`src/rtl/serial_adder.sv`:
```
`default_nettype none
// ============================================================================
// Module      : serial_adder
// Description : Digit-serial adder/subtractor, DIGIT bits per clock, LSB first,
//               valid/ready on both sides. SERIAL_ADDER_ZERO_FLAG_EN adds a
//               registered zero-result flag output.
// Revision    : 1.0 - initial release
// ============================================================================
module serial_adder #(
    parameter int WIDTH = 32,
    parameter int DIGIT = 1
) (
    input  logic             clock,
    input  logic             reset_n,
    input  logic             in_valid,
    output logic             in_ready,
    input  logic [WIDTH-1:0] a,
    input  logic [WIDTH-1:0] b,
    input  logic             cin,
    input  logic             sub,
    output logic             out_valid,
    input  logic             out_ready,
    output logic [WIDTH-1:0] sum,
    output logic             cout,
    output logic             overflow
`ifdef SERIAL_ADDER_ZERO_FLAG_EN
    ,
    output logic             zero
`endif
);

    localparam int c_NDIG  = WIDTH / DIGIT;
    localparam int c_CNT_W = (c_NDIG > 1) ? $clog2(c_NDIG) : 1;
    localparam logic [c_CNT_W-1:0] c_LAST = c_CNT_W'(c_NDIG - 1);

    generate
        if ((WIDTH % DIGIT) != 0) begin : g_bad_digit
            $error("serial_adder: DIGIT (%0d) must divide WIDTH (%0d)", DIGIT, WIDTH);
        end
    endgenerate

    typedef enum logic [1:0] {
        S_IDLE = 2'd0,
        S_RUN  = 2'd1,
        S_DONE = 2'd2
    } state_t;

    state_t             r_state;
    state_t             w_state_nxt;
    logic               w_accept;
    logic               w_last;

    logic [c_CNT_W-1:0] r_cnt;
    logic [WIDTH-1:0]   r_a;
    logic [WIDTH-1:0]   r_b;
    logic [WIDTH-1:0]   r_sum;
    logic               r_carry;
    logic               r_cout;
    logic               r_ovf;

    logic [DIGIT:0]     w_dsum;
    logic [WIDTH-1:0]   w_digit_ext;
    logic [WIDTH-1:0]   w_sum_nxt;
    logic               w_c_into_msb;

    // ------------------------------------------------------------------
    // Control FSM
    // ------------------------------------------------------------------
    always_ff @(posedge clock or negedge reset_n) begin
        if (!reset_n) begin
            r_state <= S_IDLE;
        end else begin
            r_state <= w_state_nxt;
        end
    end

    always_comb begin
        w_state_nxt = r_state;
        w_accept    = 1'b0;
        w_last      = 1'b0;
        in_ready    = 1'b0;
        out_valid   = 1'b0;
        case (r_state)
            S_IDLE: begin
                in_ready = reset_n;
                if (in_valid && reset_n) begin
                    w_accept    = 1'b1;
                    w_state_nxt = S_RUN;
                end
            end
            S_RUN: begin
                if (r_cnt == c_LAST) begin
                    w_last      = 1'b1;
                    w_state_nxt = S_DONE;
                end
            end
            S_DONE: begin
                out_valid = 1'b1;
                if (out_ready) begin
                    w_state_nxt = S_IDLE;
                end
            end
            default: begin
                w_state_nxt = S_IDLE;
            end
        endcase
    end

    // ------------------------------------------------------------------
    // Digit datapath
    // ------------------------------------------------------------------
    always_comb begin
        w_dsum = {1'b0, r_a[DIGIT-1:0]} + {1'b0, r_b[DIGIT-1:0]} + (DIGIT+1)'(r_carry);
        // Carry into the digit MSB recovered from its sum bit: s = a ^ b ^ c.
        w_c_into_msb = r_a[DIGIT-1] ^ r_b[DIGIT-1] ^ w_dsum[DIGIT-1];
        w_digit_ext  = '0;
        w_digit_ext[DIGIT-1:0] = w_dsum[DIGIT-1:0];
        w_sum_nxt    = (r_sum >> DIGIT) | (w_digit_ext << (WIDTH - DIGIT));
    end

`ifdef SERIAL_ADDER_ZERO_FLAG_EN
    logic r_zero;
`endif

    always_ff @(posedge clock or negedge reset_n) begin
        if (!reset_n) begin
            r_a     <= '0;
            r_b     <= '0;
            r_sum   <= '0;
            r_cnt   <= '0;
            r_carry <= 1'b0;
            r_cout  <= 1'b0;
            r_ovf   <= 1'b0;
`ifdef SERIAL_ADDER_ZERO_FLAG_EN
            r_zero  <= 1'b0;
`endif
        end else if (w_accept) begin
            // Subtraction is a + ~b + 1, so the operand is inverted once here.
            r_a     <= a;
            r_b     <= sub ? ~b : b;
            r_carry <= sub ? 1'b1 : cin;
            r_cnt   <= '0;
        end else if (r_state == S_RUN) begin
            r_a     <= r_a >> DIGIT;
            r_b     <= r_b >> DIGIT;
            r_sum   <= w_sum_nxt;
            r_carry <= w_dsum[DIGIT];
            r_cnt   <= r_cnt + c_CNT_W'(1);
            if (w_last) begin
                r_cout <= w_dsum[DIGIT];
                r_ovf  <= w_c_into_msb ^ w_dsum[DIGIT];
`ifdef SERIAL_ADDER_ZERO_FLAG_EN
                r_zero <= (w_sum_nxt == '0);
`endif
            end
        end
    end

    assign sum      = r_sum;
    assign cout     = r_cout;
    assign overflow = r_ovf;
`ifdef SERIAL_ADDER_ZERO_FLAG_EN
    assign zero     = r_zero;
`endif

endmodule
`default_nettype wire

```
`config.mk`:
```
export PLATFORM = sky130hd
export DESIGN_NAME = serial_adder
export DESIGN_NICKNAME = d
export VERILOG_FILES = /design/src/rtl/serial_adder.sv
export SDC_FILE = /design/constraint.sdc
export NUM_CORES = 1
export LEC_CHECK = 0
export ABC_AREA = 1
export CAP_MARGIN = 15
export CORE_MARGIN = 2
export CORE_UTILIZATION = 55
export DETAILED_ROUTE_END_ITERATION = 12
export DONT_BUFFER_PORTS = 1
export GPL_TIMING_DRIVEN = 0
export PLACE_DENSITY = 0.69
export SKIP_CTS_REPAIR_TIMING = 1
export SLEW_MARGIN = 10
export SYNTH_ARGS = -nofsm -noshare
export SYNTH_HDL_FRONTEND = slang
export SYNTH_SLANG_ARGS = --single-unit
export TNS_END_PERCENT = 1
```
`constraint.sdc`:
```
create_clock -name clock -period 1.55 [get_ports clock]
set_input_delay 0.465 -clock clock [delete_from_list [all_inputs] [get_ports clock]]
set_output_delay 0.465 -clock clock [all_outputs]
set_load 0.005 [all_outputs]
```
---- After elaboration in Yosys (flattened, before gate mapping) ----
Index checks and enable logic that the tools add are counted.
cells by class
  $add $sub $neg .......................... 3
  eq/ne operators ......................... 6
  muxes and demuxes ....................... 20
  bitwise logic cells ..................... 6
  reductions and logical operators ........ 6
operators by type and width
  operator                                                          count
  32-bit two-way mux                                                5
  32-bit NOT                                                        1
  31-bit by 32-bit bitwise OR with 32-bit output                    1
  5-bit two-way mux                                                 2
  1-bit two-way mux                                                 9
  2-bit two-way mux                                                 3
  2-bit inequality test (second input constant)                     3
  2-bit case mux with 3 select lines                                1
  3-bit AND reduction                                               2
  5-bit by 1-bit adder with 5-bit output (second input constant)    1
  5-bit == test (second input constant)                             1
  1-bit XOR                                                         3
  1-bit by 1-bit adder with 2-bit output                            1
  2-bit by 1-bit adder with 2-bit output                            1
  2-bit by 1-bit == test with 1-bit output (second input constant)  1
  2-bit == test (second input constant)                             1
  2-bit logical NOT                                                 1
  2-bit AND reduction                                               1
  2-bit nonzero test                                                1
  1-bit logical AND                                                 1
  1-bit NOT                                                         1
word-level totals
  register bits after elaboration ......... 106
  bits of input ports ..................... 70
  output and inout bits ................... 36
  word-level logic and storage cells ...... 49

---- Longest topological paths before layout ----
  depth in word-level cells ............... 5
  gate-level depth with buffers ........... 9
  mapped depth without buffers ............ 8

---- Worst setup path after synthesis ----
OpenSTA, ideal clock, no wires.
  kind .................................... register -> register
  start ................................... register r_a[0]
  end ..................................... register r_ovf, in the netlist overflow
  setup time .............................. 0.117 ns
  arrival time ............................ 1.248 ns
  data required time ...................... 1.433 ns
  setup slack ............................. 0.185 ns
  cell stages (with the launch flop) ...... 8
  path buffers ............................ 0
  clock period less this slack ............ 1.365 ns
  path through ............................ dfrtp_1 > fa_1 > inv_1 > nand2_1 > nand2_1 > nand2_1 > nand3_1 > nand2_1
on the way
  word-level cells in the longest chain between the ends .. 4
  elaborated cells on any way between the ends .. 5
  classes of those cells .................. 2 x add/sub; 3 x bitwise
RTL lines
  item                                    RTL line  text
  from (decl)                             54        logic [WIDTH-1:0] r_a;
  from (signal assigned)                  144       r_a <= r_a >> DIGIT;
  1-bit by 1-bit adder with 2-bit output  113       w_dsum = {1'b0, r_a[DIGIT-1:0]} + {1'b0, r_b[DIGIT-1:0]} + (DIGIT+1)'(r_carry);
  2-bit by 1-bit adder with 2-bit output  113
  net w_dsum[0]                           61        logic [DIGIT:0] w_dsum;
  1-bit XOR                               115       w_c_into_msb = r_a[DIGIT-1] ^ r_b[DIGIT-1] ^ w_dsum[DIGIT-1];
  1-bit XOR                               151       r_ovf <= w_c_into_msb ^ w_dsum[DIGIT];
  to (signal assigned)                    151
  to (decl)                               59        logic r_ovf;
The timed path passes the listed nets, and every way through them passes these cells.
A chain may end at the register's enable or synchronous reset.

---- Worst setup path in the final report ----
  start ................................... register r_state[0]
  end ..................................... output in_ready
on the way
  word-level cells in the longest chain between the ends .. 2
RTL lines
  item                    RTL line  text
  from (decl)             48        state_t r_state;
  from (signal assigned)  73        r_state <= w_state_nxt;
  2-bit logical NOT       83        case (r_state)
  1-bit two-way mux       83
  to (decl)               16        output logic in_ready,
Every way passes these cells.

==> out/metrics.yaml <==
grt_pass1_wl_um: 18400
grt_use_total: 0.232
final_common_cell: "nand2_1"
rsz0062_at_grt: "yes"
fin_nets: 747
yosysTopAreaCellShare: 0.518
n_antenna_cell: 0
grt_max_degree: 109
status: "complete, but fails checks"
drv_cap: 0
num_rows: 35
cts_tree: "done"
yosysSeqAreaShare: 0.518
synth_area_leaders: "dfrtp_1 (52%), nand2_1 (25%), o21ai_0 (6.4%)"
drv_slew: 0
initial_utilization: 0.560
antenna_found_initial: 0
utilization: 0.599
timing.rr.start: "r_b[0]"
wl_um: 11300
cts.clk_slew.worst_paths_ps: 100
synth_seq_cells: 106
min_period_ps: 1520
core_area_mm2: 0.00915
place.gp.congestion: 0.840
fp.dieW_um: 101
drive_above_1_share: 0.0884
synth_cell_type_count: 23
cts_sinks: 106
vias: 4117
drtIter0Drc: 173
ioPinCount: 106
dp_hpwl_um: 7780
reg2reg_slack_ps: 60
root_buffer: "clkbuf_8"
grt_pass1_vias: 3785
syn_inst: 663
synthesis.nets: 736
critPathKind: "flip-flop to output pin"
h-tree-depth: 3
hold_slack_ps: -218
finalHoldViolations: 106
required_ps: 1080
hold_path_class: "input pin to async pin"
cts_buffers: 9
viasPerCell: 5.21
die-area_mm2: 0.0101
overflow: 0
avgSynthCellArea_um2: 7.73
tightest_slew_ps: 474
synth_compound_area_frac: 0.0691
die_h_um: 101
synth_xor_area_frac: 0.0547
power.leakage_nw: 2.94
synth_top_cell_by_area: "dfrtp_1"
fillers: 863
period_share: 0.981
clockBufferDepth: 2
reg2regPathDepth: 7
power_mw: 10.9
slew_headroom: 0.684
final_cell_mix: "nand2_1 (345), dfrtp_1 (103), o21ai_0 (60)"
yosysWarnings: 0
r2r_end: "overflow"
violations: "hold timing"
antenna_left: 0
firstDrtPassIters: 5
crit_path_start_kind: "flip-flop"
synthMuxAreaShare: 0
max_freq_mhz: 658
synth.cell_area_mm2: 0.00512
area_delta_synth_final_pct: 7.01
setup_violations: 0
io_buffers: 0
insertion_delay_ps: 360
cp_max_fo: 5
drc_errors: 0
synth_top_family_by_area: "simple AND/OR/NAND/NOR gates"
yosys.area_share.simple: 0.285
finClkSkew_ps: 10.0
arrival_ps: 1050
ir_drop_mv: 0.728
drt-wirelength-per-cell_um: 14.3
synth_fa_ha_area_frac: 0.00879
powerDensity_mw_per_mm2: 1990
end_kind: "output pin"
==> registers in the layout (all words and copies together), names as in the netlist <==
signal    flops
r_b          32
r_a          32
sum          32
overflow      1
r_state       2
r_cnt         5
r_carry       1
cout          1
==> worst max-delay path, cell delays in order (launching register included) <==
cell and delay [ps]:
dfrtp_2 460, inv_2 70, nand2_1 60, nor2_2 110
==> layer usage <==
metal  vias up  GRT usage  routed length, um
li1       2046          -                  -
met1      1941      0.328               5100
met2       117      0.370               5370
met3        13     0.0374                690
met4         0     0.0748                142
met5         -          0                  0
==> per-stage QoR <==
step	setup WS, ps	instances	hold slack (ps)	cell area, um^2	TNS, ps
6_report	30.0	790	-218	5480	0
5_1_grt	-29.7	790	-245	5480	-181
4_1_cts	-41.9	790	-232	5450	-56.8
3_5_place_dp	-6.51	774	172	5260	-6.51
3_3_place_gp	13.1	774	172	5260	0
2_1_floorplan	185	663	169	5120	0
==> synth_stat cells <==
master and instances:
o21ai_1 2, inv_2 3, o22ai_1 1, o31ai_1 1
buf_1 1, buf_6 3, nor2_2 1, xnor2_1 25
inv_1 31, ha_1 2, nand3_1 15, buf_2 20
xor2_1 7, nand2_2 3, o21ai_0 65, fa_1 1
dfrtp_1 106, nand4_1 1, clkbuf_1 9, a21oi_1 1
nor2_1 15, buf_4 4, nand2_1 346
==> cell type report <==
cell class | instances | area (um^2) | area share
flip-flops and latches | 106 | 2660 | 0.485
multi-input cells | 486 | 2160 | 0.394
plain buffers | 36 | 204 | 0.0372
clock buffers | 12 | 155 | 0.0283
well taps | 111 | 139 | 0.0253
inverters | 34 | 128 | 0.0233
clock inverters | 4 | 33.8 | 0.00616
repair buffers | 1 | 7.51 | 0.00137
==> kinds of logic (layout without fill, tap and decap cells) <==
family | after synthesis | count (layout)
and+or+nand+nor | 381 | 381
DFF | 106 | 106
buffers and inverters | 71 | 87
AOI/OAI and AO/OA | 70 | 70
xor gates and xnor gates | 32 | 32
adders and majority gates | 3 | 3
==> how the worst max path moves through the flow <==
stage	from	to	slack [ps]
after floorplan	r_a[0]	overflow	180
after global placement	reset_n	r_b[21]	10
after detailed placement	r_state[0]	r_b[18]	-7
after CTS	r_state[1]	in_ready	-40
after global routing	r_state[1]	in_ready	-30
final	r_state[0]	in_ready	30
==> where the power goes <==
| group | internal, mW | total, mW | switching (mW) |
|---|---|---|---|
| logic | 1.63 | 4.42 | 2.79 |
| clock network | 0.690 | 1.65 | 0.957 |
| registers | 4.02 | 4.86 | 0.841 |
| total | 6.34 | 10.9 | 4.59 |
Power figures use the tool's default switching activity.
